[config.mk]
export PLATFORM = sky130hd
export DESIGN_NAME = alu_arbiter
export DESIGN_NICKNAME = d
export VERILOG_FILES = /design/src/rtl/alu_arbiter.sv
export SDC_FILE = /design/constraint.sdc
export NUM_CORES = 1
export LEC_CHECK = 0
export CORE_AREA = 2 2 136 138
export DETAILED_ROUTE_END_ITERATION = 8
export DIE_AREA = 0 0 138 140
export PLACE_DENSITY = 0.75
export SYNTH_ARGS = -nofsm -noshare
export SYNTH_HDL_FRONTEND = slang
export SYNTH_SLANG_ARGS = --single-unit
[constraint.sdc]
create_clock -name clk -period 2.06 [get_ports clk]
set_input_delay 0.206 -clock clk [delete_from_list [all_inputs] [get_ports clk]]
set_output_delay 0.206 -clock clk [all_outputs]
set_load 0.1 [all_outputs]
[src/rtl/alu_arbiter.sv]
// Round-robin sequencer sharing one combinational ALU between two requesters.
// Operands are held stable for a per-op latency so DIV/MUL can be multi-cycle paths.
//
// state | meaning
// IDLE  | no operation in flight, requests accepted
// EXEC  | ALU inputs held from operand registers, latency counter running
// DONE  | response valid this cycle, a new request may be accepted
module alu_arbiter #(
    parameter int unsigned LAT_MUL = 2,
    parameter int unsigned LAT_DIV = 4
) (
    input  logic        clk,
    input  logic        reset,
    input  logic [1:0]  req_valid,
    output logic [1:0]  req_ready,
    input  logic [31:0] req0_a,
    input  logic [31:0] req0_b,
    input  logic [2:0]  req0_ctrl,
    input  logic [31:0] req1_a,
    input  logic [31:0] req1_b,
    input  logic [2:0]  req1_ctrl,
    output logic [31:0] alu_a,
    output logic [31:0] alu_b,
    output logic [2:0]  alu_ctrl,
    input  logic [31:0] alu_result,
    input  logic [31:0] alu_resulthi,
    input  logic [3:0]  alu_flags,
    output logic        rsp_valid,
    output logic        rsp_id,
    output logic [31:0] rsp_result,
    output logic [31:0] rsp_resulthi,
    output logic [3:0]  rsp_flags,
    output logic        rsp_divzero,
    output logic        busy
);

    localparam logic [3:0] MUL_M1 = 4'(LAT_MUL - 1);
    localparam logic [3:0] DIV_M1 = 4'(LAT_DIV - 1);
    localparam logic [2:0] OP_DIV = 3'b100;

    typedef enum logic [1:0] {
        S_IDLE = 2'd0,
        S_EXEC = 2'd1,
        S_DONE = 2'd2
    } state_t;

    state_t      state_q, state_d;
    logic [3:0]  cnt_q, cnt_d;
    logic        last_q, last_d;
    logic [31:0] opa_q, opa_d;
    logic [31:0] opb_q, opb_d;
    logic [2:0]  ctrl_q, ctrl_d;
    logic        id_q, id_d;
    logic        rid_q, rid_d;
    logic [31:0] rres_q, rres_d;
    logic [31:0] rhi_q, rhi_d;
    logic [3:0]  rflg_q, rflg_d;
    logic        rdz_q, rdz_d;

    logic        can_accept;
    logic        accept;
    logic        win;
    logic        op_divzero;

    function automatic logic [3:0] lat_m1(input logic [2:0] c);
        case (c)
            3'b100:                 return DIV_M1;
            3'b101, 3'b110, 3'b111: return MUL_M1;
            default:                return 4'd0;
        endcase
    endfunction

    assign op_divzero = (ctrl_q == OP_DIV) && (opb_q == 32'd0);

    always_comb begin
        state_d    = state_q;
        cnt_d      = cnt_q;
        last_d     = last_q;
        opa_d      = opa_q;
        opb_d      = opb_q;
        ctrl_d     = ctrl_q;
        id_d       = id_q;
        rid_d      = rid_q;
        rres_d     = rres_q;
        rhi_d      = rhi_q;
        rflg_d     = rflg_q;
        rdz_d      = rdz_q;
        req_ready  = 2'b00;

        can_accept = reset && (state_q != S_EXEC);
        win        = (req_valid == 2'b11) ? ~last_q : req_valid[1];
        accept     = can_accept && (req_valid != 2'b00);

        case (state_q)
            S_IDLE: begin
                if (accept) state_d = S_EXEC;
            end
            S_EXEC: begin
                if (cnt_q == 4'd0) begin
                    state_d = S_DONE;
                    rid_d   = id_q;
                    // Divide by zero never reaches the response; ALU saw b=1 instead.
                    if (op_divzero) begin
                        rres_d = 32'hFFFF_FFFF;
                        rhi_d  = 32'd0;
                        rflg_d = 4'b1000;
                        rdz_d  = 1'b1;
                    end else begin
                        rres_d = alu_result;
                        rhi_d  = alu_resulthi;
                        rflg_d = alu_flags;
                        rdz_d  = 1'b0;
                    end
                end else begin
                    cnt_d = cnt_q - 4'd1;
                end
            end
            S_DONE: begin
                state_d = accept ? S_EXEC : S_IDLE;
            end
            default: state_d = S_IDLE;
        endcase

        if (accept) begin
            req_ready[win] = 1'b1;
            last_d         = win;
            id_d           = win;
            opa_d          = win ? req1_a    : req0_a;
            opb_d          = win ? req1_b    : req0_b;
            ctrl_d         = win ? req1_ctrl : req0_ctrl;
            cnt_d          = lat_m1(win ? req1_ctrl : req0_ctrl);
        end
    end

    always_ff @(posedge clk) begin
        if (!reset) begin
            state_q <= S_IDLE;
            cnt_q   <= 4'd0;
            last_q  <= 1'b1;
            opa_q   <= 32'd0;
            opb_q   <= 32'd0;
            ctrl_q  <= 3'd0;
            id_q    <= 1'b0;
            rid_q   <= 1'b0;
            rres_q  <= 32'd0;
            rhi_q   <= 32'd0;
            rflg_q  <= 4'd0;
            rdz_q   <= 1'b0;
        end else begin
            state_q <= state_d;
            cnt_q   <= cnt_d;
            last_q  <= last_d;
            opa_q   <= opa_d;
            opb_q   <= opb_d;
            ctrl_q  <= ctrl_d;
            id_q    <= id_d;
            rid_q   <= rid_d;
            rres_q  <= rres_d;
            rhi_q   <= rhi_d;
            rflg_q  <= rflg_d;
            rdz_q   <= rdz_d;
        end
    end

    assign alu_a        = opa_q;
    assign alu_b        = ((state_q == S_EXEC) && op_divzero) ? 32'd1 : opb_q;
    assign alu_ctrl     = ctrl_q;
    assign busy         = (state_q == S_EXEC);
    // A response pending in DONE is dropped when reset is already low.
    assign rsp_valid    = (state_q == S_DONE) && reset;
    assign rsp_id       = rid_q;
    assign rsp_result   = rres_q;
    assign rsp_resulthi = rhi_q;
    assign rsp_flags    = rflg_q;
    assign rsp_divzero  = rdz_q;

endmodule
# After elaboration in Yosys (flattened, before gate mapping)
# Index checks and enable logic that the tools add are counted.
word_totals:
  mem_bits_rw: 0
  latchBits: 0
  output_inout_bits: 141
  romBits: 0
  mem_count: 0
  reg_bits: 145
classes:
  n_reduce_logical: 15
  n_eq_ne: 12
  add_sub_neg: 1
  n_bitwise: 1
  mux: 20
  div: 0
  n_shift: 0
  multipliers: 0
  order_cmp: 2
op_table:
  columns: ["operator", "count"]
  rows:
  - ["32-bit two-way mux", 5]
  - ["32-bit zero test", 1]
  - ["4-bit two-way mux", 4]
  - ["3-bit equality test, second input constant", 5]
  - ["1-bit logical AND", 6]
  - ["2-bit two-way mux", 3]
  - ["2-bit one-hot mux with 3 select lines", 1]
  - ["2-bit AND reduction", 3]
  - ["2-bit equality test, second input constant", 2]
  - ["4-bit zero test", 1]
  - ["1-bit two-way mux", 4]
  - ["2-bit by 1-bit != test with 1-bit output, second input constant", 2]
  - ["2-bit != test, second input constant", 2]
  - ["2-bit one-hot mux with 2 select lines", 1]
  - ["2-bit nonzero test", 2]
  - ["4-bit by 1-bit subtractor with 4-bit output, second input constant", 1]
  - ["3-bit two-way mux", 1]
  - ["3-bit OR reduction", 1]
  - ["2-bit by 1-bit equality test with 1-bit output, second input constant", 1]
  - ["2-bit zero test", 1]
  - ["1-bit by 2-bit < comparator with 1-bit output, second input constant", 1]
  - ["1-bit demux with 1-bit select", 1]
  - ["1-bit >= comparator, second input constant", 1]
  - ["1-bit NOT", 1]

# Logic depth before layout (Yosys ltp)
# Gate-level depths: netlist (run 1).
depth:
  word_depth: 7
  ltp_mapped: 8
  ltp_nobuf: 6

# Least setup slack after synthesis (run 1)
# OpenSTA, ideal clock, no wires.
synth_path:
  path_kind: "register -> output"
  from: "register ctrl_q[2], in the netlist alu_ctrl[2]"
  to: "output alu_b[0]"
  required_time_ps: 1854
  path_slack_ps: -1368
  arrival_ps: 3222
  stages_incl_launch_ff: 6
  path_cell_list: "dfxtp_1 nor4b_1 and3_1 nand3_2 buf_2 o21bai_1"
synth_between:
  elab_chain_len: 4
synth_rtl:
  columns: ["item", "line", "text"]
  rows:
  - ["from (decl)", "52", "logic [2:0] ctrl_q, ctrl_d;"]
  - ["from (signal assigned)", "155", "ctrl_q <= ctrl_d;"]
  - ["3-bit equality test", "73", "assign op_divzero = (ctrl_q == OP_DIV) && (opb_q == 32'd0);"]
  - ["1-bit logical AND", "73", null]
  - ["1-bit logical AND", "166", "assign alu_b = ((state_q == S_EXEC) && op_divzero) ? 32'd1 : opb_q;"]
  - ["32-bit two-way mux", "166", null]
  - ["to (decl)", "23", "output logic [31:0] alu_b,"]
# Every way passes these cells.

# Final worst setup path (run 1)
layout_path:
  from: "register opb_q[15]"
  to: "output alu_b[0]"
layout_between:
  elab_chain_len: 4
layout_rtl:
  columns: ["item", "line", "text"]
  rows:
  - ["from (decl)", "51", "logic [31:0] opb_q, opb_d;"]
  - ["from (signal assigned)", "154", "opb_q <= opb_d;"]
  - ["32-bit zero test", "73", null]
  - ["1-bit logical AND", "73", null]
  - ["1-bit logical AND", "166", null]
  - ["32-bit two-way mux", "166", null]
# Every way passes these cells.

==> results.py, run 1 <==
metrics = {
    "outcome": {
        "status": "finished with violations",
        "violations": "setup timing",
    },
    "pwr": {
        "p_sw_w": 0.00482,
        "p_comb_share_pct": 41.0,
        "ir_drop_mv": 0.579,
        "seq_power_share_pct": 30.1,
        "p_leak_nw": 4.43,
        "swShare_pct": 43.0,
        "p_int_w": 0.00640,
        "clockPowerShare_pct": 28.9,
        "power_w": 0.0112,
        "cellPowerDensity_nw_per_um2": 1050,
    },
    "hold_path": {
        "min_to": "state_q[1]",
        "hold_depth": 4,
        "min_path_type": "input port to flop",
        "min-delay-start": "reset",
    },
    "yosys": {
        "yosysSeqAreaShare_pct": 43.8,
        "synth_cells": 809,
        "synth_seq_cells": 145,
        "synth.avg_cell_area_um2": 8.20,
        "synthesis.area_um2": 6630,
        "async_flop_share_pct": 0,
        "netlist-cell-type-count": 48,
        "synth_area_leaders": "dfxtp_1 44%, a311oi_1 7.1%, nand2_1 6.4%, nand3_1 6.2%, o211ai_2 5.7%",
        "synthFlopType": "dfxtp_1",
        "synth_edf_count": 0,
        "synth.most_common_cell": "dfxtp_1",
        "synth_largest_area_cell": "dfxtp_1",
        "synthTopCellsByCount": "145 x dfxtp_1, 113 x nand2_1, 95 x nor2_1",
        "yosysWarnings": 0,
        "synth_fp_nets": 1017,
        "synth_top_area_share_pct": 43.8,
    },
    "sta": {
        "fin_ws_ns": -0.0331,
        "finalHoldViolCount": 0,
        "rsz0062_at_grt": "yes",
        "final.min_clock_period_ns": 2.09,
        "tns_ns": -0.0331,
        "slew_headroom_pct": 57.3,
        "drv_slew": 0,
        "timing.fmax_ghz": 0.478,
        "clock_skew_ns": 0.00949,
        "fin_crit_sh_pct": 102,
        "whs_ns": 0.312,
        "setup_viol": 1,
        "tightest_slew_ns": 0.640,
    },
    "global_route": {
        "grt_pass1_wl_um": 36200,
        "grt_pass1_vias": 6795,
        "antenna_found_initial": 0,
        "grtUsageTotal_pct": 23.1,
        "grt_max_degree": 156,
        "overflow": 0,
    },
    "floorplan": {
        "dieWidth_um": 138,
        "rows": 49,
        "core_area_um2": 17800,
        "initial_core_util_pct": 37.3,
        "num_io_pins": 347,
        "die-area_um2": 19300,
        "die_y_um": 140,
    },
    "worst_setup_path": {
        "path_class": "flop to output pin",
        "r2r_end": "opb_q[14]",
        "startpoint_type": "flop",
        "cp.arrival_ns": 1.89,
        "cp_max_fo": 3,
        "endpoint_kind": "output pin",
        "r2r_cells": 8,
        "rrSetupSlack_ns": 0.18,
        "r2r_start": "state_q[1]",
        "cp.required_ns": 1.85,
    },
    "layout": {
        "area_growth_pct": 61.0,
        "final_layout_size_suffix_gt1_share_pct": 24.2,
        "diodes": 0,
        "finalNetCount": 1309,
    },
    "route": {
        "dr_total_vias": 7125,
        "ant_nets": 0,
        "wl_um": 23200,
        "drt_pass1_iterations": 5,
        "drtIter0Drc": 343,
        "avgViaCountPerCell": 5.31,
        "drc_errors": 0,
        "wire_per_inst_um": 17.3,
    },
    "place": {
        "gp_congestion": 0.832,
        "dp_hpwl_um": 16300,
        "numPortBuffers": 346,
        "pre_cts_slack_ns": 0.0942,
    },
    "clocking": {
        "clk_latency_ns": 0.42,
        "cts_made_buffers": 17,
        "cts_root_buf": "clkbuf_16",
        "clkTransAtPathRegs_ns": 0.06,
        "clock_sinks": 145,
        "cts_tree": "yes",
        "htreeDepth": 4,
        "cts_buffer_depth": 2,
        "hold_buffers": 0,
    },
    "flow_run": {
        "maxCapViolCount": 0,
    },
}
==> metal layers <==
metal,vias up,share of wire [%],global-route usage [%]
li1,3473,-,-
met1,3362,41,27.8
met2,236,48,37.9
met3,54,6.6,6.74
met4,0,4.0,11.1
met5,-,0,0
==> kinds of logic after synthesis <==
logic type,Yosys count,synth area share [%]
flops,145,43.8
compound gates,181,21.0
simple gates,356,24.8
buf+inv,113,8.26
fa+ha+maj,2,0.377
xor+xnor,2,0.264
mux,10,1.51
==> critical path: stages (launching register included) <==
cell and delay [ns]:
dfxtp_2 0.33, or4_4 0.55, nor2_4 0.16, nand3_4 0.10, o21bai_4 0.14, buf_12 0.19
==> worst max-delay path by stage <==
| stage | from | to | slack, ns | depth (start not counted) |
|---|---|---|---|---|
| final | opb_q[15] | alu_b[0] | -0.03 | 5 |
| after global routing | opb_q[15] | alu_b[0] | -0.12 | 5 |
| after CTS | opb_q[15] | alu_b[0] | -0.07 | 5 |
| after detailed placement | req_valid[0] | req_ready[0] | 0.09 | 6 |
| after global placement | req_valid[0] | req_ready[0] | 0.12 | 6 |
| after floorplan | alu_ctrl[0] | alu_b[0] | -0.57 | 5 |
==> final cells by class <==
cell class	instances	area, µm²
repair buffers	382	3570
clock buffers	21	460
multi-input cells	551	3280
fillers	1594	7100
clock inverters	11	155
inverters	4	22.5
well taps	229	287
flip-flops and latches	145	2910
==> power groups by stage <==
| stage | logic, W | clock network [W] | registers [W] |
|---|---|---|---|
| CTS | 0.00457 | 0.00330 | 0.00337 |
| floorplan | 0.00148 | 0 | 0.00524 |
| finish | 0.00460 | 0.00324 | 0.00337 |
| global route | 0.00479 | 0.00342 | 0.00342 |
| global placement | 0.00450 | 0 | 0.00342 |
| detailed placement | 0.00453 | 0 | 0.00342 |
==> metrics by stage <==
| stage | area [µm²] | std cells | util, % |
|---|---|---|---|
| 2_1_floorplan | 6650 | 809 | - |
| 3_3_place_gp | 9870 | 1296 | 55.5 |
| 3_5_place_dp | 9870 | 1296 | 55.5 |
| 4_1_cts | 10600 | 1331 | 59.4 |
| 5_1_grt | 10700 | 1343 | 60.1 |
| 6_report | 10700 | 1343 | 60.1 |
==> what timing repair did <==
item,CTS,global route
pin swaps,3,3
setup endpoints to repair,3,3
endpoints found under the hold margin,0,0
buffers inserted,3,12
gates resized for setup,12,8
==> sequential cells by signal, summed over array words and instances, names as in the netlist <==
name / cells
rsp_resulthi: 32
state_q: 2
alu_a: 32
rsp_result: 32
id_q: 1
rsp_id: 1
rsp_flags: 4
last_q: 1
opb_q: 32
alu_ctrl: 3
rsp_divzero: 1
cnt_q: 4
==> placed cells by master, fill, tap and decap left out, types with 3 or more instances in the layout <==
master           count
a21oi_1             36
a221o_1              4
a311oi_1            54
and3_1               5
buf_12              15
buf_4              163
bufinv_16            3
clkbuf_16           17
clkdlybuf4s50_1    204
clkinv_4             3
clkinvlp_4           4
dfxtp_1            140
dfxtp_2              5
mux2i_1             10
nand2_1            111
nand2_2              3
nand3_1             82
nand4_1             35
nor2_1              95
nor2_4               4
nor4_2               3
o211ai_1             5
o211ai_2            30
o21ai_0             43
(Power assumes the default switching activity.)
==> run 2, diff against run 1 <==
==> config.mk (replaced) <==
export PLATFORM = sky130hd
export DESIGN_NAME = alu_arbiter
export DESIGN_NICKNAME = d
export VERILOG_FILES = /design/src/rtl/alu_arbiter.sv
export SDC_FILE = /design/constraint.sdc
export NUM_CORES = 1
export LEC_CHECK = 0
export CELL_PAD_IN_SITES_DETAIL_PLACEMENT = 0
export CELL_PAD_IN_SITES_GLOBAL_PLACEMENT = 1
export CORE_ASPECT_RATIO = 1.4
export CORE_MARGIN = 2
export CORE_UTILIZATION = 28
export DETAILED_ROUTE_END_ITERATION = 8
export PLACE_DENSITY = 0.81
export SYNTH_ARGS = -nofsm -noshare
export SYNTH_HDL_FRONTEND = slang
export SYNTH_SLANG_ARGS = --single-unit
==> results.py, run 2 (synthesis results as in run 1) <==
metrics = {
    "global_route": {
        "grt_pass1_wl_um": 35200,
        "grt_pass1_vias": 6658,
        "overflow": 0,
        "grt_max_degree": 98,
        "antenna_found_initial": 0,
        "grtUsageTotal_pct": 17.9,
    },
    "layout": {
        "final_common_cell": "clkdlybuf4s50_1",
        "most-common-layout-cells": "204 x clkdlybuf4s50_1, 157 x buf_4, 142 x dfxtp_1, 111 x nand2_1, 95 x nor2_1",
        "finalNetCount": 1306,
        "final_layout_size_suffix_gt1_share_pct": 23.5,
        "diodes": 0,
        "area_growth_pct": 61.6,
        "final_core_util_pct": 46.0,
    },
    "route": {
        "drc_errors": 0,
        "wire_per_inst_um": 16.5,
        "drt_pass1_iterations": 4,
        "ant_nets": 0,
        "drtIter0Drc": 398,
        "avgViaCountPerCell": 4.92,
        "wl_um": 23300,
        "dr_total_vias": 6967,
    },
    "outcome": {
        "violations": "setup timing",
        "status": "finished with violations",
    },
    "sta": {
        "drv_slew": 0,
        "slew_headroom_pct": 40.9,
        "fin_ws_ns": -0.0523,
        "finalHoldViolCount": 0,
        "timing.fmax_ghz": 0.473,
        "tightest_slew_ns": 0.886,
        "fin_crit_sh_pct": 103,
        "setup_viol": 1,
        "final.min_clock_period_ns": 2.11,
        "clock_skew_ns": 0.00691,
        "rsz0062_at_grt": "yes",
    },
    "floorplan": {
        "dieWidth_um": 134,
        "core_area_um2": 23300,
        "num_io_pins": 347,
        "rows": 66,
        "die_y_um": 186,
        "die-area_um2": 25000,
        "initial_core_util_pct": 28.5,
    },
    "worst_setup_path": {
        "cp_max_fo": 3,
        "slowest_stage": "or4_1",
        "critPathBufInv": 1,
        "rrSetupSlack_ns": 0.15,
        "path_depth": 5,
        "cp.required_ns": 1.85,
        "cp.arrival_ns": 1.91,
        "r2r_end": "opb_q[22]",
        "startpoint_type": "flop",
        "r2r_cells": 7,
        "endpoint_kind": "output pin",
        "r2r_start": "state_q[1]",
        "path_class": "flop to output pin",
        "path_cells": "or4_1 -> nor2_4 -> nand3_4 -> o21bai_4 -> buf_12",
        "crit_path_start": "opb_q[15]",
        "crit_path_max_incr_delay_ns": 0.57,
        "cp_top_family": "simple AND/OR/NAND/NOR gates",
        "crit_end": "alu_b[0]",
    },
    "clocking": {
        "clkTransAtPathRegs_ns": 0.06,
        "clk_latency_ns": 0.43,
        "htreeDepth": 4,
        "cts_made_buffers": 17,
        "cts_buffer_depth": 2,
        "clock_sinks": 145,
        "cts_tree": "yes",
        "cts_root_buf": "clkbuf_16",
    },
    "place": {
        "gp_congestion": 0.793,
        "numPortBuffers": 346,
        "dp_hpwl_um": 16700,
        "pre_cts_slack_ns": -0.0231,
    },
    "pwr": {
        "ir_drop_mv": 0.579,
        "cellPowerDensity_nw_per_um2": 1020,
        "p_leak_nw": 4.41,
    },
    "flow_run": {
        "maxCapViolCount": 0,
    },
    "hold_path": {
        "hold_depth": 4,
        "min-delay-start": "reset",
        "min_path_type": "input port to flop",
    },
}
[run 2: cell count changes in the layout (fill, tap and decap cells not counted), moves of 2 or more]
cell,before,now
dfxtp_1,140,142
buf_4,163,157
buf_12,15,18
clkinv_2,0,4
clkinvlp_4,4,1
bufinv_16,3,1
clkbuf_1,2,4
nor4_1,2,0
clkinv_4,3,0
dfxtp_2,5,3
[run 2: power breakdown]
group	switching, W	internal, W	total, W
sequential	0.000217	0.00315	0.00337
clock	0.00120	0.00174	0.00294
combinational	0.00334	0.00127	0.00461
total	0.00476	0.00616	0.0109
[run 2: metal layers]
metal	share of wire, %	track usage [%]	up-vias
met2	52	31.8	257
met5	0	0	-
met4	3.4	8.25	0
li1	-	-	3465
met1	39	20.1	3200
met3	5.7	4.55	45
[run 2: stage by stage]
step / setup TNS [ns] / hold slack, ns / power, W / cells / area (µm²)
final: -0.0523 / 0.325 / 0.0109 / 1415 / 10700
after global routing: -0.215 / 0.333 / 0.0114 / 1415 / 10700
after CTS: -0.110 / 0.309 / 0.0110 / 1414 / 10700
after detailed placement: -0.138 / 0.457 / 0.00801 / 1381 / 10100
after global placement: 0 / 0.449 / 0.00798 / 1381 / 10100
after floorplan: -0.575 / 0.344 / 0.00671 / 809 / 6650
[run 2: timing repair]
item	in CTS	in global routing
setup endpoints to repair	30	7
gates resized for setup	14	0
pin swaps	4	1
setup buffers	3	1
hold buffers	0	0
gates cloned	0	0
[run 2: final cells by class]
| type | instances | area [µm²] |
|---|---|---|
| clock buffers | 24 | 482 |
| clock inverters | 6 | 57.6 |
| fillers | 2302 | 12600 |
| inverters | 4 | 17.5 |
| multi-input cells | 551 | 3290 |
| flip-flops and latches | 145 | 2910 |
| well taps | 306 | 383 |
| repair buffers | 379 | 3580 |
[run 2: worst min-delay path by stage]
stage	endpoint	slack, ns
floorplan	opb_q[14]	0.34
global placement	rsp_id	0.45
detailed placement	rsp_id	0.46
CTS	opb_q[16]	0.31
global route	alu_a[1]	0.33
finish	alu_a[1]	0.32
[run 2: tightest hold or removal path, cell delays in order]
cell	delay, ns
buf_4	0.12
inv_2	0.09
buf_4	0.22
a311oi_1	0.06
